[config.mk]
export PLATFORM = sky130hd
export DESIGN_NAME = ex_operand_stage
export DESIGN_NICKNAME = d
export VERILOG_FILES = /design/src/rtl/otter_pkg.sv /design/src/rtl/ex_operand_stage_fwd_unit.sv /design/src/rtl/ex_operand_stage.sv
export SDC_FILE = /design/constraint.sdc
export NUM_CORES = 1
export LEC_CHECK = 0
export ABC_AREA = 1
export CAP_MARGIN = 25
export CORE_AREA = 2 2 126 128
export CTS_CLUSTER_DIAMETER = 50
export DETAILED_ROUTE_END_ITERATION = 7
export DIE_AREA = 0 0 128 130
export DONT_BUFFER_PORTS = 1
export PLACE_DENSITY = 0.47
export SLEW_MARGIN = 30
export SYNTH_ARGS = -nofsm -noshare
export SYNTH_HDL_FRONTEND = slang
export SYNTH_SLANG_ARGS = --single-unit
[constraint.sdc]
create_clock -name clk -period 1.6 [get_ports clk]
set_input_delay 0.48 -clock clk [delete_from_list [all_inputs] [get_ports clk]]
set_output_delay 0.48 -clock clk [all_outputs]
set_load 0.02 [all_outputs]
[src/rtl/otter_pkg.sv]
`default_nettype none
// ============================================================================
// otter_pkg
// Operand-select and ALU opcode encodings shared by the EX operand stage.
// Revision: 1.0
// ============================================================================
package otter_pkg;

    localparam int unsigned XLEN = 32;
    localparam logic [XLEN-1:0] CONST_FOUR = 32'd4;

    typedef enum logic [1:0] {
        SRCA_RS1     = 2'b00,
        SRCA_IMM     = 2'b01,
        SRCA_NOT_RS1 = 2'b10,
        SRCA_ZERO    = 2'b11
    } srca_sel_e;

    typedef enum logic [2:0] {
        SRCB_RS2  = 3'b000,
        SRCB_IMM  = 3'b001,
        SRCB_PC   = 3'b010,
        SRCB_FOUR = 3'b011
    } srcb_sel_e;

    typedef enum logic [3:0] {
        ALU_ADD  = 4'b0000,
        ALU_SLL  = 4'b0001,
        ALU_SLT  = 4'b0010,
        ALU_SLTU = 4'b0011,
        ALU_XOR  = 4'b0100,
        ALU_SRL  = 4'b0101,
        ALU_OR   = 4'b0110,
        ALU_AND  = 4'b0111,
        ALU_SUB  = 4'b1000,
        ALU_LUI  = 4'b1001,
        ALU_SRA  = 4'b1101
    } alu_fun_e;

    function automatic logic [XLEN-1:0] select_src_a(input logic [1:0]      sel,
                                                     input logic [XLEN-1:0] rs1,
                                                     input logic [XLEN-1:0] imm);
        case (srca_sel_e'(sel))
            SRCA_RS1:     return rs1;
            SRCA_IMM:     return imm;
            SRCA_NOT_RS1: return ~rs1;
            default:      return '0;
        endcase
    endfunction

    function automatic logic [XLEN-1:0] select_src_b(input logic [2:0]      sel,
                                                     input logic [XLEN-1:0] rs2,
                                                     input logic [XLEN-1:0] imm,
                                                     input logic [XLEN-1:0] pc);
        case (srcb_sel_e'(sel))
            SRCB_RS2:  return rs2;
            SRCB_IMM:  return imm;
            SRCB_PC:   return pc;
            SRCB_FOUR: return CONST_FOUR;
            default:   return '0;
        endcase
    endfunction

    // A load-use hazard only matters when the register value is actually consumed.
    function automatic logic uses_rs1(input logic [1:0] sel);
        return (sel == SRCA_RS1) || (sel == SRCA_NOT_RS1);
    endfunction

    function automatic logic uses_rs2(input logic [2:0] sel);
        return (sel == SRCB_RS2);
    endfunction

endpackage
`default_nettype wire

[src/rtl/ex_operand_stage_fwd_unit.sv]
`default_nettype none
// ============================================================================
// fwd_unit
// Resolves one source register: MEM result, then WB result, then register file.
// Revision: 1.0
// ============================================================================
module fwd_unit
    import otter_pkg::*;
(
    input  logic [4:0]      rs_addr_i,
    input  logic [XLEN-1:0] rf_data_i,
    input  logic            mem_wr_en_i,
    input  logic            mem_is_load_i,
    input  logic [4:0]      mem_rd_i,
    input  logic [XLEN-1:0] mem_result_i,
    input  logic            wb_wr_en_i,
    input  logic [4:0]      wb_rd_i,
    input  logic [XLEN-1:0] wb_result_i,
    output logic [XLEN-1:0] data_o
);

    logic w_rs_nonzero;
    logic w_mem_hit;
    logic w_wb_hit;

    // Load data is not available in MEM yet; that case is stalled, never forwarded.
    assign w_rs_nonzero = (rs_addr_i != 5'd0);
    assign w_mem_hit    = w_rs_nonzero & mem_wr_en_i & ~mem_is_load_i & (mem_rd_i == rs_addr_i);
    assign w_wb_hit     = w_rs_nonzero & wb_wr_en_i & (wb_rd_i == rs_addr_i);

    always_comb begin
        data_o = rf_data_i;
        if (w_mem_hit) begin
            data_o = mem_result_i;
        end else if (w_wb_hit) begin
            data_o = wb_result_i;
        end
    end

endmodule
`default_nettype wire

[src/rtl/ex_operand_stage.sv]
`default_nettype none
// ============================================================================
// ex_operand_stage
// Selects, forwards and registers ALU operands between decode and execute.
// Optional FORWARDING_EN enables MEM/WB bypass and load-use stall detection.
// Revision: 1.0
// ============================================================================
module ex_operand_stage
    import otter_pkg::*;
#(
    parameter int unsigned STALL_CNT_W = 16,
    parameter logic [3:0]  NOP_ALU_FUN = 4'b0000
) (
    input  logic                   clk,
    input  logic                   rst_n,
    input  logic                   id_valid,
    output logic                   id_ready,
    input  logic [XLEN-1:0]        id_rs1_data,
    input  logic [XLEN-1:0]        id_rs2_data,
    input  logic [4:0]             id_rs1_addr,
    input  logic [4:0]             id_rs2_addr,
    input  logic [4:0]             id_rd_addr,
    input  logic [XLEN-1:0]        id_pc,
    input  logic [XLEN-1:0]        id_imm,
    input  logic [1:0]             id_srcA_sel,
    input  logic [2:0]             id_srcB_sel,
    input  logic [3:0]             id_alu_fun,
    input  logic                   flush,
    input  logic                   mem_wr_en,
    input  logic                   mem_is_load,
    input  logic [4:0]             mem_rd,
    input  logic [XLEN-1:0]        mem_result,
    input  logic                   wb_wr_en,
    input  logic [4:0]             wb_rd,
    input  logic [XLEN-1:0]        wb_result,
    input  logic                   ex_ready,
    output logic                   ex_valid,
    output logic [XLEN-1:0]        srcA,
    output logic [XLEN-1:0]        srcB,
    output logic [3:0]             alu_fun,
    output logic [4:0]             ex_rd_addr,
    output logic [STALL_CNT_W-1:0] stall_cnt
);

    logic [XLEN-1:0]        w_rs1_val;
    logic [XLEN-1:0]        w_rs2_val;
    logic                   w_hazard;
    logic                   w_ready;
    logic                   w_load;
    logic                   w_stall;

    logic                   ex_valid_q,   ex_valid_d;
    logic [XLEN-1:0]        srcA_q,       srcA_d;
    logic [XLEN-1:0]        srcB_q,       srcB_d;
    logic [3:0]             alu_fun_q,    alu_fun_d;
    logic [4:0]             ex_rd_addr_q, ex_rd_addr_d;
    logic [STALL_CNT_W-1:0] stall_cnt_q,  stall_cnt_d;

`ifdef FORWARDING_EN
    fwd_unit u_fwd_rs1 (
        .rs_addr_i     (id_rs1_addr),
        .rf_data_i     (id_rs1_data),
        .mem_wr_en_i   (mem_wr_en),
        .mem_is_load_i (mem_is_load),
        .mem_rd_i      (mem_rd),
        .mem_result_i  (mem_result),
        .wb_wr_en_i    (wb_wr_en),
        .wb_rd_i       (wb_rd),
        .wb_result_i   (wb_result),
        .data_o        (w_rs1_val)
    );

    fwd_unit u_fwd_rs2 (
        .rs_addr_i     (id_rs2_addr),
        .rf_data_i     (id_rs2_data),
        .mem_wr_en_i   (mem_wr_en),
        .mem_is_load_i (mem_is_load),
        .mem_rd_i      (mem_rd),
        .mem_result_i  (mem_result),
        .wb_wr_en_i    (wb_wr_en),
        .wb_rd_i       (wb_rd),
        .wb_result_i   (wb_result),
        .data_o        (w_rs2_val)
    );

    assign w_hazard = mem_wr_en & mem_is_load & (mem_rd != 5'd0) &
                      (((mem_rd == id_rs1_addr) & uses_rs1(id_srcA_sel)) |
                       ((mem_rd == id_rs2_addr) & uses_rs2(id_srcB_sel)));
`else
    logic w_unused_fwd;

    assign w_rs1_val    = id_rs1_data;
    assign w_rs2_val    = id_rs2_data;
    assign w_hazard     = 1'b0;
    assign w_unused_fwd = ^{mem_wr_en, mem_is_load, mem_rd, mem_result,
                            wb_wr_en, wb_rd, wb_result, id_rs1_addr, id_rs2_addr};
`endif

    // Flush deliberately does not gate id_ready; it only suppresses the capture.
    assign w_ready = (~ex_valid_q | ex_ready) & ~w_hazard;
    assign w_load  = id_valid & w_ready & ~flush;
    assign w_stall = id_valid & ~w_ready & ~flush;

    always_comb begin
        ex_valid_d   = ex_valid_q;
        srcA_d       = srcA_q;
        srcB_d       = srcB_q;
        alu_fun_d    = alu_fun_q;
        ex_rd_addr_d = ex_rd_addr_q;
        stall_cnt_d  = stall_cnt_q;

        if (flush) begin
            ex_valid_d   = 1'b0;
            srcA_d       = '0;
            srcB_d       = '0;
            alu_fun_d    = NOP_ALU_FUN;
            ex_rd_addr_d = '0;
        end else if (w_load) begin
            ex_valid_d   = 1'b1;
            srcA_d       = select_src_a(id_srcA_sel, w_rs1_val, id_imm);
            srcB_d       = select_src_b(id_srcB_sel, w_rs2_val, id_imm, id_pc);
            alu_fun_d    = id_alu_fun;
            ex_rd_addr_d = id_rd_addr;
        end else if (ex_ready) begin
            ex_valid_d   = 1'b0;
        end

        if (w_stall && (stall_cnt_q != {STALL_CNT_W{1'b1}})) begin
            stall_cnt_d = stall_cnt_q + {{(STALL_CNT_W-1){1'b0}}, 1'b1};
        end
    end

    always_ff @(posedge clk) begin
        if (!rst_n) begin
            ex_valid_q   <= 1'b0;
            srcA_q       <= '0;
            srcB_q       <= '0;
            alu_fun_q    <= NOP_ALU_FUN;
            ex_rd_addr_q <= '0;
            stall_cnt_q  <= '0;
        end else begin
            ex_valid_q   <= ex_valid_d;
            srcA_q       <= srcA_d;
            srcB_q       <= srcB_d;
            alu_fun_q    <= alu_fun_d;
            ex_rd_addr_q <= ex_rd_addr_d;
            stall_cnt_q  <= stall_cnt_d;
        end
    end

    assign id_ready   = w_ready;
    assign ex_valid   = ex_valid_q;
    assign srcA       = srcA_q;
    assign srcB       = srcB_q;
    assign alu_fun    = alu_fun_q;
    assign ex_rd_addr = ex_rd_addr_q;
    assign stall_cnt  = stall_cnt_q;

endmodule
`default_nettype wire

==> results of run 1 <==
==> critical path: stages, from the launching register on <==
cell and delay (ps):
dfxtp_1 350, nand2_1 120, buf_4 180
==> synth_stat cells (all sizes together) <==
cell / instances
nand2: 362
dfxtp: 90
a21oi: 83
nor2: 51
nand3: 48
buf: 34
o211ai: 32
inv: 27
clkbuf: 9
nand4: 4
nor3: 3
o21ai: 3
and2: 1
ha: 1
==> final cells by class <==
class | count | area (um2) | share of cell area (%)
flip-flops and latches | 90 | 1802 | 33.04
inverters | 27 | 101.3 | 1.859
well taps | 192 | 240.2 | 4.406
clock inverters | 7 | 76.32 | 1.400
clock buffers | 9 | 225.2 | 4.130
repair buffers | 37 | 377.9 | 6.930
multi-input cells | 588 | 2630 | 48.23
==> metal layers <==
layer  vias up  track usage, %
li1       2423               -
met1      2210           23.10
met2       211           30.73
met3        24           5.494
met4         0           7.628
met5         -               0
==> sequential cells by signal, indices dropped and copies added, names as in the netlist <==
signal,cells
ex_rd_addr,5
ex_valid,1
alu_fun,4
srcA,32
stall_cnt,16
srcB,32
==> through the flow <==
stage | utilization (%) | area, um2
global placement | 33.36 | 5146
finish | 35.35 | 5453
detailed placement | 33.36 | 5146
CTS | 35.32 | 5448
global route | 35.35 | 5453
floorplan | - | 4770
==> what timing repair did <==
action	4_1_cts	5_1_grt
setup endpoints to repair	0	4
hold buffers	0	0
gates resized for setup	0	2
==> how the worst min path moves through the flow <==
stage / start / to / slack (ps) / cells after the start
final: rst_n / stall_cnt[13] / 240 / 2
after global routing: rst_n / stall_cnt[15] / 230 / 2
after CTS: rst_n / stall_cnt[13] / 220 / 2
after detailed placement: stall_cnt[9] / stall_cnt[9] / 550 / 2
after global placement: stall_cnt[9] / stall_cnt[9] / 540 / 2
after floorplan: srcA[1] / srcA[1] / 540 / 2
==> logic make-up (layout without fill, tap and decap cells) <==
group | Yosys count | in the layout | share of synthesized area [%]
buf+inv | 70 | 80 | 7.398
fa+ha+maj | 1 | 1 | 0.2623
flops | 90 | 90 | 37.78
simple gates | 469 | 469 | 40.50
compound gates | 118 | 118 | 14.06
==> where the power goes <==
group	internal, mW	leakage [nW]	switching (mW)	total, mW
logic	0.171	1.10	0.300	0.471
clock network	1.22	0.142	0.972	2.19
registers	2.27	0.727	0.0597	2.33
total	3.66	1.97	1.33	4.99
==> flow_summary.yaml, run 1 <==
power_and_ir_drop:
  ir_drop_mv: 0.4576
  power.leakage_nw: 1.971
  p_per_area_nw_per_um2: 916.0
  power.total_mw: 4.995
setup_path:
  startpoint: "ex_valid"
  endpoint: "id_ready"
  reg2reg_to: "stall_cnt[12]"
  r2r_start: "stall_cnt[0]"
  r2r_cells: 8
  arrival_ps: 1000
  critPathRequiredTime_ps: 1120
  crit_path_end_kind: "primary output"
  reg2reg_slack_ps: 160
  path_max_fanout: 3
  startpoint_type: "flip-flop"
  crit_type: "flip-flop to primary output"
finish:
  instances_no_fill: 950
  drive_above_1_share_pct: 10.29
  num-fill-cells: 1692
  layout_commonest_cell: "nand2_1"
  final_nets: 988
  area_delta_synth_final_pct: 14.32
  diodes: 0
  final_cell_mix: "353 x nand2_1, 90 x dfxtp_1, 83 x a21oi_1"
run:
  cap_violations: 0
sta:
  fin_crit_sh_pct: 92.56
  setup_viol: 0
  period_needed_ps: 1481
  rsz0062_at_grt: "no"
  fin_ws_ps: 119.1
  max_freq_mhz: 675.2
  max_slew_margin_pct: 74.14
  hold_viol_final: 0
  fin_skew_ps: 9.659
  setup_tns_ps: 0
  worst-slew-pin-transition_ps: 387.9
  hold_ws_ps: 241.7
  slew_violations: 0
route:
  drt_first_iter_violations: 234
  drt_drc_violations_left: 0
  vias: 4868
  routed.top_layer: "met4"
  ant_nets: 0
  wl_per_cell_um: 16.87
  dr.pass1.iters: 5
  wl_met3_mm: 1.433
  vias_per_cell: 5.124
  wl_met2_mm: 7.401
  wl_met1_mm: 6.836
  totalWireLength_mm: 16.03
hold_path:
  min_path_type: "input pin to flip-flop"
die:
  rows: 46
  die_w_um: 128
  core_area_um2: 15420
  initial_core_util_pct: 30.92
  io_pins: 325
  die_area_um2: 16640
  die_y_um: 130
status:
  status: "complete, no violations"
clock_network:
  clk_path_buf_depth: 2
  cts_tree: "built"
  clock_latency_ps: 350
  cts.clk_slew.worst_paths_ps: 70
  numClockSinks: 90
  cts_post_setup_buffers_inserted: 0
  cts_max_level: 3
  cts_root_buf: "clkbuf_16"
  cts_buffers: 9
global_route:
  grt-ovfl-total: 0
  antenna_found_initial: 0
  grt_max_degree: 75
  grt_pass1_vias: 4459
  grt_pass1_wl_mm: 24.04
  track_usage_pct: 18.70
yosys:
  yosysTopAreaCell: "dfxtp_1"
  ys_seq_elements: 90
  syn_area_um2: 4770
  synthesis.nets: 983
  netlist_instances: 748
  ys_warn_count: 0
  yosys.area.top_type_share_pct: 37.78
  synth.area.top_cells: "dfxtp_1 38%, nand2_1 28%, a21oi_1 8.7%"
  syn_area_per_cell_um2: 6.376
  synth_seq_area_share_pct: 37.78
  synth.distinct_cells: 23
placed_design:
  pre_cts_ws_ps: 34.43
  port_buffers: 0
  placed_cells: 934
  hpwl_mm: 12.11
  place.gp.congestion: 0.8243
No activity file was read; power rests on OpenSTA's default activity.
==> run 2, diff against run 1 <==
- CELL_PAD_IN_SITES_DETAIL_PLACEMENT: default -> 0
- CELL_PAD_IN_SITES_GLOBAL_PLACEMENT: default -> 1
- PLACE_DENSITY: 0.47 -> 0.66
==> run 2 against run 1 <==
Die area is the same; register-to-register slack improved by 30 ps; hold slack got worse by 1.6 ps; via count hardly changed; clock skew barely moved; global-route usage increased by 0.58 points; clock power rose by 2%; sequential share of layout area decreased by 0.061 points; total power grew 0.80%; first-iteration DRC count is 12% higher; cell area rose by 0.18%; critical path type unchanged; critical endpoint unchanged; highest routed layer unchanged.
==> flow_summary.yaml, run 2 (synthesis gave the netlist of run 1 again) <==
status:
  status: "complete, no violations"
route:
  vias: 4866
  routed.top_layer: "met4"
  ant_nets: 0
  drt_drc_violations_left: 0
  dr.pass1.iters: 5
  wl_met3_mm: 1.521
  vias_per_cell: 5.117
  wl_met1_mm: 6.833
  wl_per_cell_um: 17.37
  drt_first_iter_violations: 263
  wl_met2_mm: 7.870
  totalWireLength_mm: 16.52
setup_path:
  crit_path_end_kind: "primary output"
  r2r_start: "stall_cnt[0]"
  crit_type: "flip-flop to primary output"
  reg2reg_slack_ps: 190
  reg2reg_to: "stall_cnt[15]"
  r2r_cells: 6
  startpoint_type: "flip-flop"
  path_max_fanout: 4
  arrival_ps: 1030
  critPathRequiredTime_ps: 1120
finish:
  final_core_util_pct: 35.42
  drive_above_1_share_pct: 10.80
  diodes: 0
  layout_commonest_cell: "nand2_1"
  final_cell_mix: "351 x nand2_1, 90 x dfxtp_1, 83 x a21oi_1"
  final_nets: 989
  area_delta_synth_final_pct: 14.53
global_route:
  grt_pass1_vias: 4611
  grt_pass1_wl_mm: 24.75
  track_usage_pct: 19.29
  grt_max_degree: 55
  antenna_found_initial: 0
  grt-ovfl-total: 0
hold_path:
  min_to: "stall_cnt[5]"
  min_path_type: "input pin to flip-flop"
  holdPathStages: 2
  hp-start: "rst_n"
clock_network:
  numClockSinks: 90
  cts_post_setup_buffers_inserted: 0
  clk_path_buf_depth: 2
  cts_buffers: 9
  cts_max_level: 3
  clock_latency_ps: 350
  cts.clk_slew.worst_paths_ps: 70
  cts_root_buf: "clkbuf_16"
  cts_tree: "built"
sta:
  hold_viol_final: 0
  fin_crit_sh_pct: 94.43
  setup_tns_ps: 0
  rsz0062_at_grt: "no"
  max_slew_margin_pct: 73.65
  setup_viol: 0
  max_freq_mhz: 661.9
  worst-slew-pin-transition_ps: 394.8
  fin_skew_ps: 9.346
  slew_violations: 0
  period_needed_ps: 1511
power_and_ir_drop:
  power.leakage_nw: 1.978
  p_per_area_nw_per_um2: 921.7
  ir_drop_mv: 0.4892
die:
  core_area_um2: 15420
  initial_core_util_pct: 30.92
  die_w_um: 128
  die_y_um: 130
  rows: 46
  io_pins: 325
  die_area_um2: 16640
placed_design:
  port_buffers: 0
  place.gp.congestion: 0.8026
  hpwl_mm: 12.38
run:
  cap_violations: 0
## run 2: critical path: stages, from the launching register on
cell and delay, ps:
dfxtp_1 360, nand2_1 130, buf_4 190
## run 2: final cells by class
type                            count  area [um2]
Fill cell                        1691        9962
Multi-Input combinational cell    588        2640
Sequential cell                    90        1802
Timing Repair Buffer               38       372.9
Clock buffer                       12       256.5
Tap cell                          192       240.2
Inverter                           27       101.3
Clock inverter                      4       50.05
## run 2: worst max-delay path by stage
| stage | from | end | slack (ps) |
|---|---|---|---|
| floorplan | stall_cnt[1] | stall_cnt[1] | 60 |
| global placement | id_valid | stall_cnt[12] | 90 |
| detailed placement | id_valid | stall_cnt[12] | 50 |
| CTS | stall_cnt[1] | stall_cnt[0] | 70 |
| global route | stall_cnt[1] | stall_cnt[0] | 4 |
| finish | ex_valid | id_ready | 90 |
## run 2: what timing repair did
item,4_1_cts,5_1_grt
gates resized for setup,0,6
hold buffers,0,0
endpoints found under the setup margin,0,4
## run 2: report_power, final
group | leakage, nW | switching [mW] | internal (mW)
sequential | 0.727 | 0.0611 | 2.27
combinational | 1.11 | 0.305 | 0.169
clock | 0.145 | 0.934 | 1.30
total | 1.98 | 1.30 | 3.74
## run 2: metal layers
layer / up-vias / global-route usage (%)
li1: 2412 / -
met1: 2246 / 22.90
met2: 189 / 32.34
met3: 19 / 6.929
met4: 0 / 6.917
met5: - / 0
## run 2: through the flow
| stage | cell area, um2 | setup slack [ps] | total power [mW] | std cells | hold WS, ps |
|---|---|---|---|---|---|
| after CTS | 5448 | 68.66 | 5.096 | 951 | 227.0 |
| after floorplan | 4770 | 57.79 | 2.719 | 748 | 540.3 |
| after global routing | 5463 | 3.862 | 5.243 | 951 | 238.2 |
| after detailed placement | 5141 | 49.75 | 2.866 | 935 | 546.4 |
| after global placement | 5141 | 89.24 | 2.858 | 935 | 534.0 |
| final | 5463 | 89.11 | 5.035 | 951 | 240.0 |
